===== config.mk =====
export PLATFORM = sky130hd
export DESIGN_NAME = adc_spi_responder
export DESIGN_NICKNAME = d
export VERILOG_FILES = /design/src/rtl/adc_spi_responder.sv
export SDC_FILE = /design/constraint.sdc
export NUM_CORES = 1
export LEC_CHECK = 0
export BUFFER_PORTS_ARGS = -buffer_cell sky130_fd_sc_hd__buf_2
export CAP_MARGIN = 20
export CORE_MARGIN = 2
export CORE_UTILIZATION = 30
export CTS_BUF_LIST = sky130_fd_sc_hd__clkbuf_4 sky130_fd_sc_hd__clkbuf_8
export CTS_CLUSTER_DIAMETER = 120
export DETAILED_ROUTE_END_ITERATION = 12
export SYNTH_ARGS = -nofsm -noshare
export SYNTH_HDL_FRONTEND = slang
export SYNTH_SLANG_ARGS = --single-unit

===== constraint.sdc =====
create_clock -name CLOCK -period 2.83 [get_ports CLOCK]
set_clock_uncertainty 0.15 [all_clocks]
set_input_delay 0.7075 -clock CLOCK [delete_from_list [all_inputs] [get_ports CLOCK]]
set_output_delay 0.7075 -clock CLOCK [all_outputs]
set_load 0.02 [all_outputs]

===== src/rtl/adc_spi_responder.sv =====
// adc_spi_responder: slave end of an LTC2308-style SCLK/CONVST/SDI/SDO link.
// Receives the 6-bit config word on SDI and emulates the conversion time.
// It then shifts the 12-bit result for the selected channel out on SDO.
// Sample values come from the parallel CH_DATA bus.
// SCLK_MIN_HALF is the minimum SCLK half-period (in CLOCK cycles) that the master must honour.
// The optional macro ADC_RESP_NOISE_EN adds LFSR-driven noise in the range -2..+1 to every valid sample.
module adc_spi_responder #(
   parameter int NUM_CH        = 8,
   parameter int T_CONV        = 80,
   parameter int SCLK_MIN_HALF = 4
) (
   input  logic                 CLOCK,
   input  logic                 RESET,
   input  logic                 ADC_SCLK,
   input  logic                 ADC_CONVST,
   input  logic                 ADC_SDI,
   output logic                 ADC_SDO,
   input  logic [NUM_CH*12-1:0] CH_DATA,
   output logic                 busy,
   output logic                 frame_done,
   output logic [5:0]           last_cfg,
   output logic                 cfg_err
);

   localparam int         CNT_W    = (T_CONV > 1) ? $clog2(T_CONV) : 1;
   localparam logic [3:0] NUM_CH_L = 4'(NUM_CH);
   localparam logic [5:0] CFG_RESET = 6'b100010;   // single-ended CH0, unipolar

   // Parameter sanity: channel mux is 3 bits wide, edge detector needs levels of 2+ clocks
   if (NUM_CH < 2 || NUM_CH > 8) begin : g_bad_num_ch
      $error("adc_spi_responder: NUM_CH must be in 2..8");
   end
   if (SCLK_MIN_HALF < 2) begin : g_bad_sclk_half
      $error("adc_spi_responder: SCLK_MIN_HALF must be at least 2");
   end
   if (T_CONV < 1) begin : g_bad_t_conv
      $error("adc_spi_responder: T_CONV must be at least 1");
   end

   typedef enum logic [1:0] {
      IDLE,
      CONV,
      WAIT_XFER,
      XFER
   } state_t;

   genvar gi;

   // Synchroniser chain: bit 0 = SCLK, bit 1 = CONVST, bit 2 = SDI
   logic [2:0] meta_reg;
   logic [2:0] sync_reg;
   logic [1:0] prev_reg;

   logic sclk_rise;
   logic sclk_fall;
   logic conv_rise;
   logic conv_fall;
   logic sdi_s;

   state_t           state_reg,       state_next;
   logic [CNT_W-1:0] cnt_reg,         cnt_next;
   logic             busy_reg,        busy_next;
   logic [2:0]       conv_ch_reg,     conv_ch_next;
   logic             conv_ok_reg,     conv_ok_next;
   logic [11:0]      result_reg,      result_next;
   logic [11:0]      sdo_shift_reg,   sdo_shift_next;
   logic             sdo_reg,         sdo_next;
   logic [5:0]       cfg_shift_reg,   cfg_shift_next;
   logic [2:0]       rise_cnt_reg,    rise_cnt_next;
   logic [3:0]       fall_cnt_reg,    fall_cnt_next;
   logic [5:0]       pending_cfg_reg, pending_cfg_next;
   logic [5:0]       last_cfg_reg,    last_cfg_next;
   logic             cfg_err_reg,     cfg_err_next;
   logic             frame_done_reg,  frame_done_next;

   logic        start_conv;
   logic        conv_done;
   logic [2:0]  pend_ch;
   logic        pend_ok;
   logic [11:0] ch_word [0:7];
   logic [11:0] raw_val;
   logic [11:0] sample_val;

   // Two-flop synchronisers followed by one edge-detect stage for SCLK and CONVST
   always_ff @(posedge CLOCK or posedge RESET) begin
      if (RESET) begin
         meta_reg <= 3'b000;
         sync_reg <= 3'b000;
         prev_reg <= 2'b00;
      end else begin
         meta_reg <= {ADC_SDI, ADC_CONVST, ADC_SCLK};
         sync_reg <= meta_reg;
         prev_reg <= sync_reg[1:0];
      end
   end

   assign sclk_rise = sync_reg[0] & ~prev_reg[0];
   assign sclk_fall = ~sync_reg[0] & prev_reg[0];
   assign conv_rise = sync_reg[1] & ~prev_reg[1];
   assign conv_fall = ~sync_reg[1] & prev_reg[1];
   assign sdi_s     = sync_reg[2];

   // Unpack the channel bus into an 8-entry table; absent channels read as zero
   for (gi = 0; gi < 8; gi++) begin : g_ch
      if (gi < NUM_CH) begin : g_used
         assign ch_word[gi] = CH_DATA[12*gi +: 12];
      end else begin : g_unused
         assign ch_word[gi] = 12'h000;
      end
   end

   // Config bits are {S/D, O/S, S1, S0, UNI, SLP}; single-ended channel is {S1, S0, O/S}
   assign pend_ch = {pending_cfg_reg[3], pending_cfg_reg[2], pending_cfg_reg[4]};
   assign pend_ok = pending_cfg_reg[5] && ({1'b0, pend_ch} < NUM_CH_L);

   assign conv_done = busy_reg && (cnt_reg == '0);
   assign raw_val   = conv_ok_reg ? ch_word[conv_ch_reg] : 12'h000;

`ifdef ADC_RESP_NOISE_EN
   logic [15:0] lfsr_reg;
   logic [13:0] noisy_sum;

   assign noisy_sum = {2'b00, raw_val} + {{12{lfsr_reg[1]}}, lfsr_reg[1:0]};

   // Saturating noise add; invalid configurations still return a hard zero
   always_comb begin
      sample_val = raw_val;
      if (conv_ok_reg) begin
         if (noisy_sum[13]) begin
            sample_val = 12'h000;
         end else if (noisy_sum[12]) begin
            sample_val = 12'hFFF;
         end else begin
            sample_val = noisy_sum[11:0];
         end
      end
   end

   // Galois LFSR steps once per finished conversion
   always_ff @(posedge CLOCK or posedge RESET) begin
      if (RESET) begin
         lfsr_reg <= 16'hACE1;
      end else if (conv_done) begin
         lfsr_reg <= {1'b0, lfsr_reg[15:1]} ^ (lfsr_reg[0] ? 16'hB400 : 16'h0000);
      end
   end
`else
   assign sample_val = raw_val;
`endif

   // Next-state and datapath logic; the conversion timer runs independently of the frame state
   always_comb begin
      state_next       = state_reg;
      cnt_next         = cnt_reg;
      busy_next        = busy_reg;
      conv_ch_next     = conv_ch_reg;
      conv_ok_next     = conv_ok_reg;
      result_next      = result_reg;
      sdo_shift_next   = sdo_shift_reg;
      sdo_next         = sdo_reg;
      cfg_shift_next   = cfg_shift_reg;
      rise_cnt_next    = rise_cnt_reg;
      fall_cnt_next    = fall_cnt_reg;
      pending_cfg_next = pending_cfg_reg;
      last_cfg_next    = last_cfg_reg;
      cfg_err_next     = cfg_err_reg;
      frame_done_next  = 1'b0;
      start_conv       = 1'b0;

      // Background timer so an early transfer does not stall the conversion
      if (busy_reg) begin
         if (cnt_reg == '0) begin
            busy_next   = 1'b0;
            result_next = sample_val;
         end else begin
            cnt_next = cnt_reg - 1'b1;
         end
      end

      case (state_reg)
         IDLE: begin
            if (conv_rise) begin
               start_conv = 1'b1;
            end
         end
         CONV: begin
            if (conv_fall) begin
               // Master opened the frame too early: ship the previous result
               state_next     = XFER;
               cfg_err_next   = 1'b1;
               sdo_shift_next = result_reg;
               sdo_next       = result_reg[11];
               rise_cnt_next  = 3'd0;
               fall_cnt_next  = 4'd0;
            end else if (conv_done) begin
               state_next     = WAIT_XFER;
               sdo_shift_next = sample_val;
               sdo_next       = sample_val[11];
            end
         end
         WAIT_XFER: begin
            if (conv_rise) begin
               start_conv = 1'b1;
            end else if (conv_fall) begin
               state_next    = XFER;
               rise_cnt_next = 3'd0;
               fall_cnt_next = 4'd0;
            end
         end
         XFER: begin
            if (conv_rise) begin
               // Abort: frame is dropped without touching the config
               start_conv = 1'b1;
            end else begin
               if (sclk_rise && (rise_cnt_reg != 3'd6)) begin
                  cfg_shift_next = {cfg_shift_reg[4:0], sdi_s};
                  rise_cnt_next  = rise_cnt_reg + 1'b1;
               end
               if (sclk_fall) begin
                  if (fall_cnt_reg == 4'd11) begin
                     sdo_next        = 1'b0;
                     frame_done_next = 1'b1;
                     state_next      = IDLE;
                     if (rise_cnt_reg == 3'd6) begin
                        pending_cfg_next = cfg_shift_reg;
                        last_cfg_next    = cfg_shift_reg;
                     end
                  end else begin
                     sdo_shift_next = {sdo_shift_reg[10:0], 1'b0};
                     sdo_next       = sdo_shift_reg[10];
                     fall_cnt_next  = fall_cnt_reg + 1'b1;
                  end
               end
            end
         end
         default: begin
            state_next = IDLE;
         end
      endcase

      if (start_conv) begin
         state_next   = CONV;
         busy_next    = 1'b1;
         cnt_next     = CNT_W'(T_CONV - 1);
         conv_ch_next = pend_ch;
         conv_ok_next = pend_ok;
         sdo_next     = 1'b0;
         if (!pend_ok) begin
            cfg_err_next = 1'b1;
         end
      end
   end

   // State and datapath registers
   always_ff @(posedge CLOCK or posedge RESET) begin
      if (RESET) begin
         state_reg       <= IDLE;
         cnt_reg         <= '0;
         busy_reg        <= 1'b0;
         conv_ch_reg     <= 3'd0;
         conv_ok_reg     <= 1'b1;
         result_reg      <= 12'h000;
         sdo_shift_reg   <= 12'h000;
         sdo_reg         <= 1'b0;
         cfg_shift_reg   <= 6'b000000;
         rise_cnt_reg    <= 3'd0;
         fall_cnt_reg    <= 4'd0;
         pending_cfg_reg <= CFG_RESET;
         last_cfg_reg    <= 6'b000000;
         cfg_err_reg     <= 1'b0;
         frame_done_reg  <= 1'b0;
      end else begin
         state_reg       <= state_next;
         cnt_reg         <= cnt_next;
         busy_reg        <= busy_next;
         conv_ch_reg     <= conv_ch_next;
         conv_ok_reg     <= conv_ok_next;
         result_reg      <= result_next;
         sdo_shift_reg   <= sdo_shift_next;
         sdo_reg         <= sdo_next;
         cfg_shift_reg   <= cfg_shift_next;
         rise_cnt_reg    <= rise_cnt_next;
         fall_cnt_reg    <= fall_cnt_next;
         pending_cfg_reg <= pending_cfg_next;
         last_cfg_reg    <= last_cfg_next;
         cfg_err_reg     <= cfg_err_next;
         frame_done_reg  <= frame_done_next;
      end
   end

   assign ADC_SDO    = sdo_reg;
   assign busy       = busy_reg;
   assign frame_done = frame_done_reg;
   assign last_cfg   = last_cfg_reg;
   assign cfg_err    = cfg_err_reg;

endmodule


# ---- Word level (Yosys, flattened, before mapping)
# Cells that the tools add are included.
dict set report word_totals {
  inputBits 101
  output_inout_bits 10
  wordCells 123
  ff_bits 73
}
dict set report op_classes {
  n_addsub 3
  eq_ne 19
  reduce_logical 19
  bitwise 10
  n_lt_le_gt_ge 1
  mux 53
}
# cell count
set op_table {}
lappend op_table {{two-way mux 11 bit} 5}
lappend op_table {{binary-select mux 12 bit (select 3 bit)} 1}
lappend op_table {{two-way mux 12 bit} 3}
lappend op_table {{case mux 11 bit (2 select lines)} 1}
lappend op_table {{two-way mux 7 bit} 3}
lappend op_table {{!= test 3 bit, second input constant} 7}
lappend op_table {{two-way mux 4 bit} 5}
lappend op_table {{two-way mux 1 bit} 19}
lappend op_table {{two-way mux 2 bit} 8}
lappend op_table {{AND reduction 5 bit} 3}
lappend op_table {{two-way mux 3 bit} 4}
lappend op_table {{!= test 2 bit, second input constant} 6}
lappend op_table {{case mux 4 bit (3 select lines)} 1}
lappend op_table {{case mux 3 bit (3 select lines)} 1}
lappend op_table {{AND reduction 4 bit} 2}
lappend op_table {{logical NOT 7 bit} 1}
lappend op_table {{AND reduction 7 bit} 1}
lappend op_table {{subtractor 7 x 1 -> 7 bit, second input constant} 1}
lappend op_table {{case mux 2 bit (3 select lines)} 1}
lappend op_table {{nonzero test 3 bit} 2}
lappend op_table {{NOT 1 bit} 5}
lappend op_table {{adder 4 x 1 -> 4 bit, second input constant} 1}
lappend op_table {{bitwise AND 1 bit} 4}
lappend op_table {{equality test 2 bit, second input constant} 2}
lappend op_table {{other kinds (15)} 18}

# ---- Logic depth before layout (Yosys ltp)
dict set report logic_depth {
  depth_word 9
  mapped_depth 8
  ltp_nobuf 7
}

# ---- Least setup slack after synthesis
# Ideal clock, no wire load.
dict set report synth_timing {
  kind {reg2reg}
  from {reg state_reg[1]}
  to {reg state_reg[0]}
  setup_slack_ns 0.815
  required_ns 2.540
  synth_period_minus_slack_ns 2.015
  setup_ns 0.140
  arrival_time_ns 1.725
  n_path_buf 0
  path_stages_with_launch 8
  cell_sequence {dfrtp_1 > inv_1 > ha_1 > or3b_2 > o311ai_1 > o211ai_1 > nor4_1 > a211oi_1}
}
dict set report synth_via {
  elab_chain_cells 5
  word_cells_on_any_way 16
  classes_between {eq/ne: 9; mux: 3; reduce/logical: 4}
}
# element line
set synth_rtl {}
lappend synth_rtl {{start, declared} 60} ;# state_t state_reg, state_next;
lappend synth_rtl {{start signal, assigned} 273} ;# state_reg <= state_next;
lappend synth_rtl {{equality test 2 bit / logical NOT 2 bit (equally long branches)} 180} ;# case (state_reg)
lappend synth_rtl {{OR reduction 3 bit (no source line)} n/a}
lappend synth_rtl {{two-way mux 1 bit} n/a}
lappend synth_rtl {{!= test 4 bit (no source line), or another cell as far along} n/a}
lappend synth_rtl {{AND reduction 7 bit (no source line)} n/a}
# Several ways; a longest one is shown, not always the timed one.
# A chain may end at the register's enable or synchronous reset.

# ---- Final worst setup path
# Ends and elaborated chain as after synthesis.

==> results.cfg <==
[run_status]
status = finished clean

[floorplan]
dieArea_mm2 = 0.0144
rows = 42
die_h_um = 120
ioPinCount = 111
start_util_pct = 30.6
core_area_mm2 = 0.0132
die_w_um = 120

[pwr]
p_leak_uw = 0.00222
ir_drop_v = 0.000299
p_per_area_mw_per_mm2 = 684

[cts]
insertion_delay_ns = 0.35
cts_root_buf = clkbuf_8
post_cts_resized = 0
numCtsBuffers = 9
cts_tree = yes
cts_hold_buf = 0
cts_max_level = 3
postCtsSetupBuffers = 0
path_clk_slew_ns = 0.08
clock_sinks = 68
clockBufferDepth = 2

[sta]
rsz0062_at_grt = no
fin_setup_tns_ns = 0
maxSlewViolCount = 0
slew_headroom_pct = 48.2
min_period_ns = 2.37
finalSetupViolations = 0
post-route-period-util_pct = 83.8
max_clock_freq_mhz = 422
timing_hold_violations_final = 0
worst_pin_slew_ns = 0.775

[global_route]
antenna_found_initial = 0
grt_usage_pct = 14.3
gr-total-overflow = 0
grt_max_degree = 37
grt_pass1_vias = 3493
grt_pass1_wl_mm = 16.5

[logic_synthesis]
ys_types = 58
syn-num-nets = 500
ys_ff_latch = 68
ys_seq_area_share_pct = 42.2
ys_warn_count = 0
ys.flop_type = dfrtp_1
syn_inst = 389
synth-edff-count = 0
syn_avg_cell_area_um2 = 10.4
syn_area_mm2 = 0.00404
async_flop_share_pct = 100

[setup_path]
critPathArrivalTime_ns = 2.44
rr_worst_depth = 7
slowest_stage = or3b_2
critical_path_class = reg2reg
reg2reg_to = state_reg[0]
crit_family = simple AND/OR/NAND/NOR gates
path_cells = inv_1, ha_1, or3b_2, o311ai_1, o211ai_1, nor4_1, a211oi_1
r2r_slack_ns = 0.46
critPathMaxFanout = 13
max_stage_delay_ns = 0.62
crit_path_start_kind = flip-flop
endpoint_kind = flip-flop
critical_path_depth = 7
required_ns = 2.89
startpoint = state_reg[1]
crit_end = state_reg[0]
timing.critical_path.buf_inv = 1
r2r-start = state_reg[1]

[final_layout]
syn_to_final_growth_pct = 23.2
finalNonFillerCells = 678
largest_reg_flops = 12
fillers = 1357
drive_above_1_share_pct = 35.5
n_antenna_cell = 0
fin_nets = 608

[placement]
gp_congestion = 0.844
dp_hpwl_mm = 7.48
post-place-cells = 662
io_buffer_count = 110

[drt]
drtIter0Drc = 113
antenna_left = 0
wl_per_cell_um = 14.3
wl_mm = 9.71
drt_pass1_iterations = 7
via_count = 3330
via_per_inst = 4.91
drcViolationCount = 0

[flow_run]
drv_cap = 0

[hold_path]
hold_start = meta_reg[2]
hold_path.class = reg2reg
-- routing by layer --
metal | vias to the layer above | global-route usage [%] | wire (µm)
li1 | 1626 | - | -
met1 | 1630 | 17.3 | 4210
met2 | 59 | 25.0 | 5000
met3 | 15 | 3.18 | 346
met4 | 0 | 5.15 | 150
met5 | - | 0 | 0
-- layout make-up --
type | instances | area [µm²] | share of cell area (%)
inverters | 18 | 67.6 | 1.36
flip-flops and latches | 68 | 1710 | 34.2
clock buffers | 11 | 151 | 3.04
multi-input cells | 277 | 2120 | 42.5
repair buffers | 123 | 661 | 13.3
well taps | 176 | 220 | 4.42
clock inverters | 5 | 58.8 | 1.18
-- synth_stat cells (6+ instances only) --
library cell / instances / area [µm²]
clkbuf_1: 11 / 41.3
nor2b_1: 10 / 62.6
nand3_1: 9 / 45.0
dfrtp_1: 66 / 1650
inv_1: 17 / 63.8
mux2i_1: 39 / 390
nand2_1: 46 / 173
mux4_2: 8 / 180
a22oi_1: 14 / 105
o31a_1: 6 / 52.6
buf_4: 10 / 75.1
ha_1: 10 / 125
a21oi_1: 12 / 60.1
o21ai_0: 24 / 120
mux2_2: 15 / 169
nor2_1: 18 / 67.6
o22ai_1: 6 / 37.5
-- worst min-delay path by stage --
| stage | cells past startpoint | end |
|---|---|---|
| after floorplan | 0 | sync_reg[0] |
| after global placement | 0 | sync_reg[2] |
| after detailed placement | 0 | sync_reg[2] |
| after CTS | 0 | sync_reg[2] |
| after global routing | 0 | sync_reg[2] |
| final | 0 | sync_reg[2] |
-- per-stage QoR --
step	cell area, µm²	utilization (%)	total power [µW]	setup WS [ns]	hold WS, ns
6_report	4980	37.8	3410	0.458	0.205
5_1_grt	4980	37.8	3670	0.254	0.211
4_1_cts	4980	37.8	3450	0.482	0.205
3_5_place_dp	4770	36.2	2590	0.474	0.186
3_3_place_gp	4770	36.2	2550	0.589	0.185
2_1_floorplan	4040	-	2260	0.264	0.181
-- where the power goes --
part	leakage [µW]	switching [µW]	internal [µW]	total [µW]
registers	0.000803	197	1210	1410
logic	0.00131	611	549	1160
clock network	0.000102	382	456	839
-- cells in the final DEF (no fill, tap or decap), types with 11 or more instances in the layout --
master	synthesis	routed
buf_2	3	110
dfrtp_1	66	65
nand2_1	46	46
mux2i_1	39	39
o21ai_0	24	24
nor2_1	18	18
inv_1	17	16
mux2_2	15	15
a22oi_1	14	14
a21oi_1	12	12
buf_4	10	12
clkbuf_8	0	11
-- kinds of logic after synthesis --
family | count (synthesis) | share of synthesized area [%]
xor gates and xnor gates | 7 | 1.52
and+or+nand+nor | 106 | 13.2
DFF | 68 | 42.2
buffers and inverters | 44 | 5.48
muxes | 62 | 18.3
AOI/OAI and AO/OA | 92 | 16.3
adders and majority gates | 10 | 3.10
Note: power is estimated with default switching activity, not from simulation.
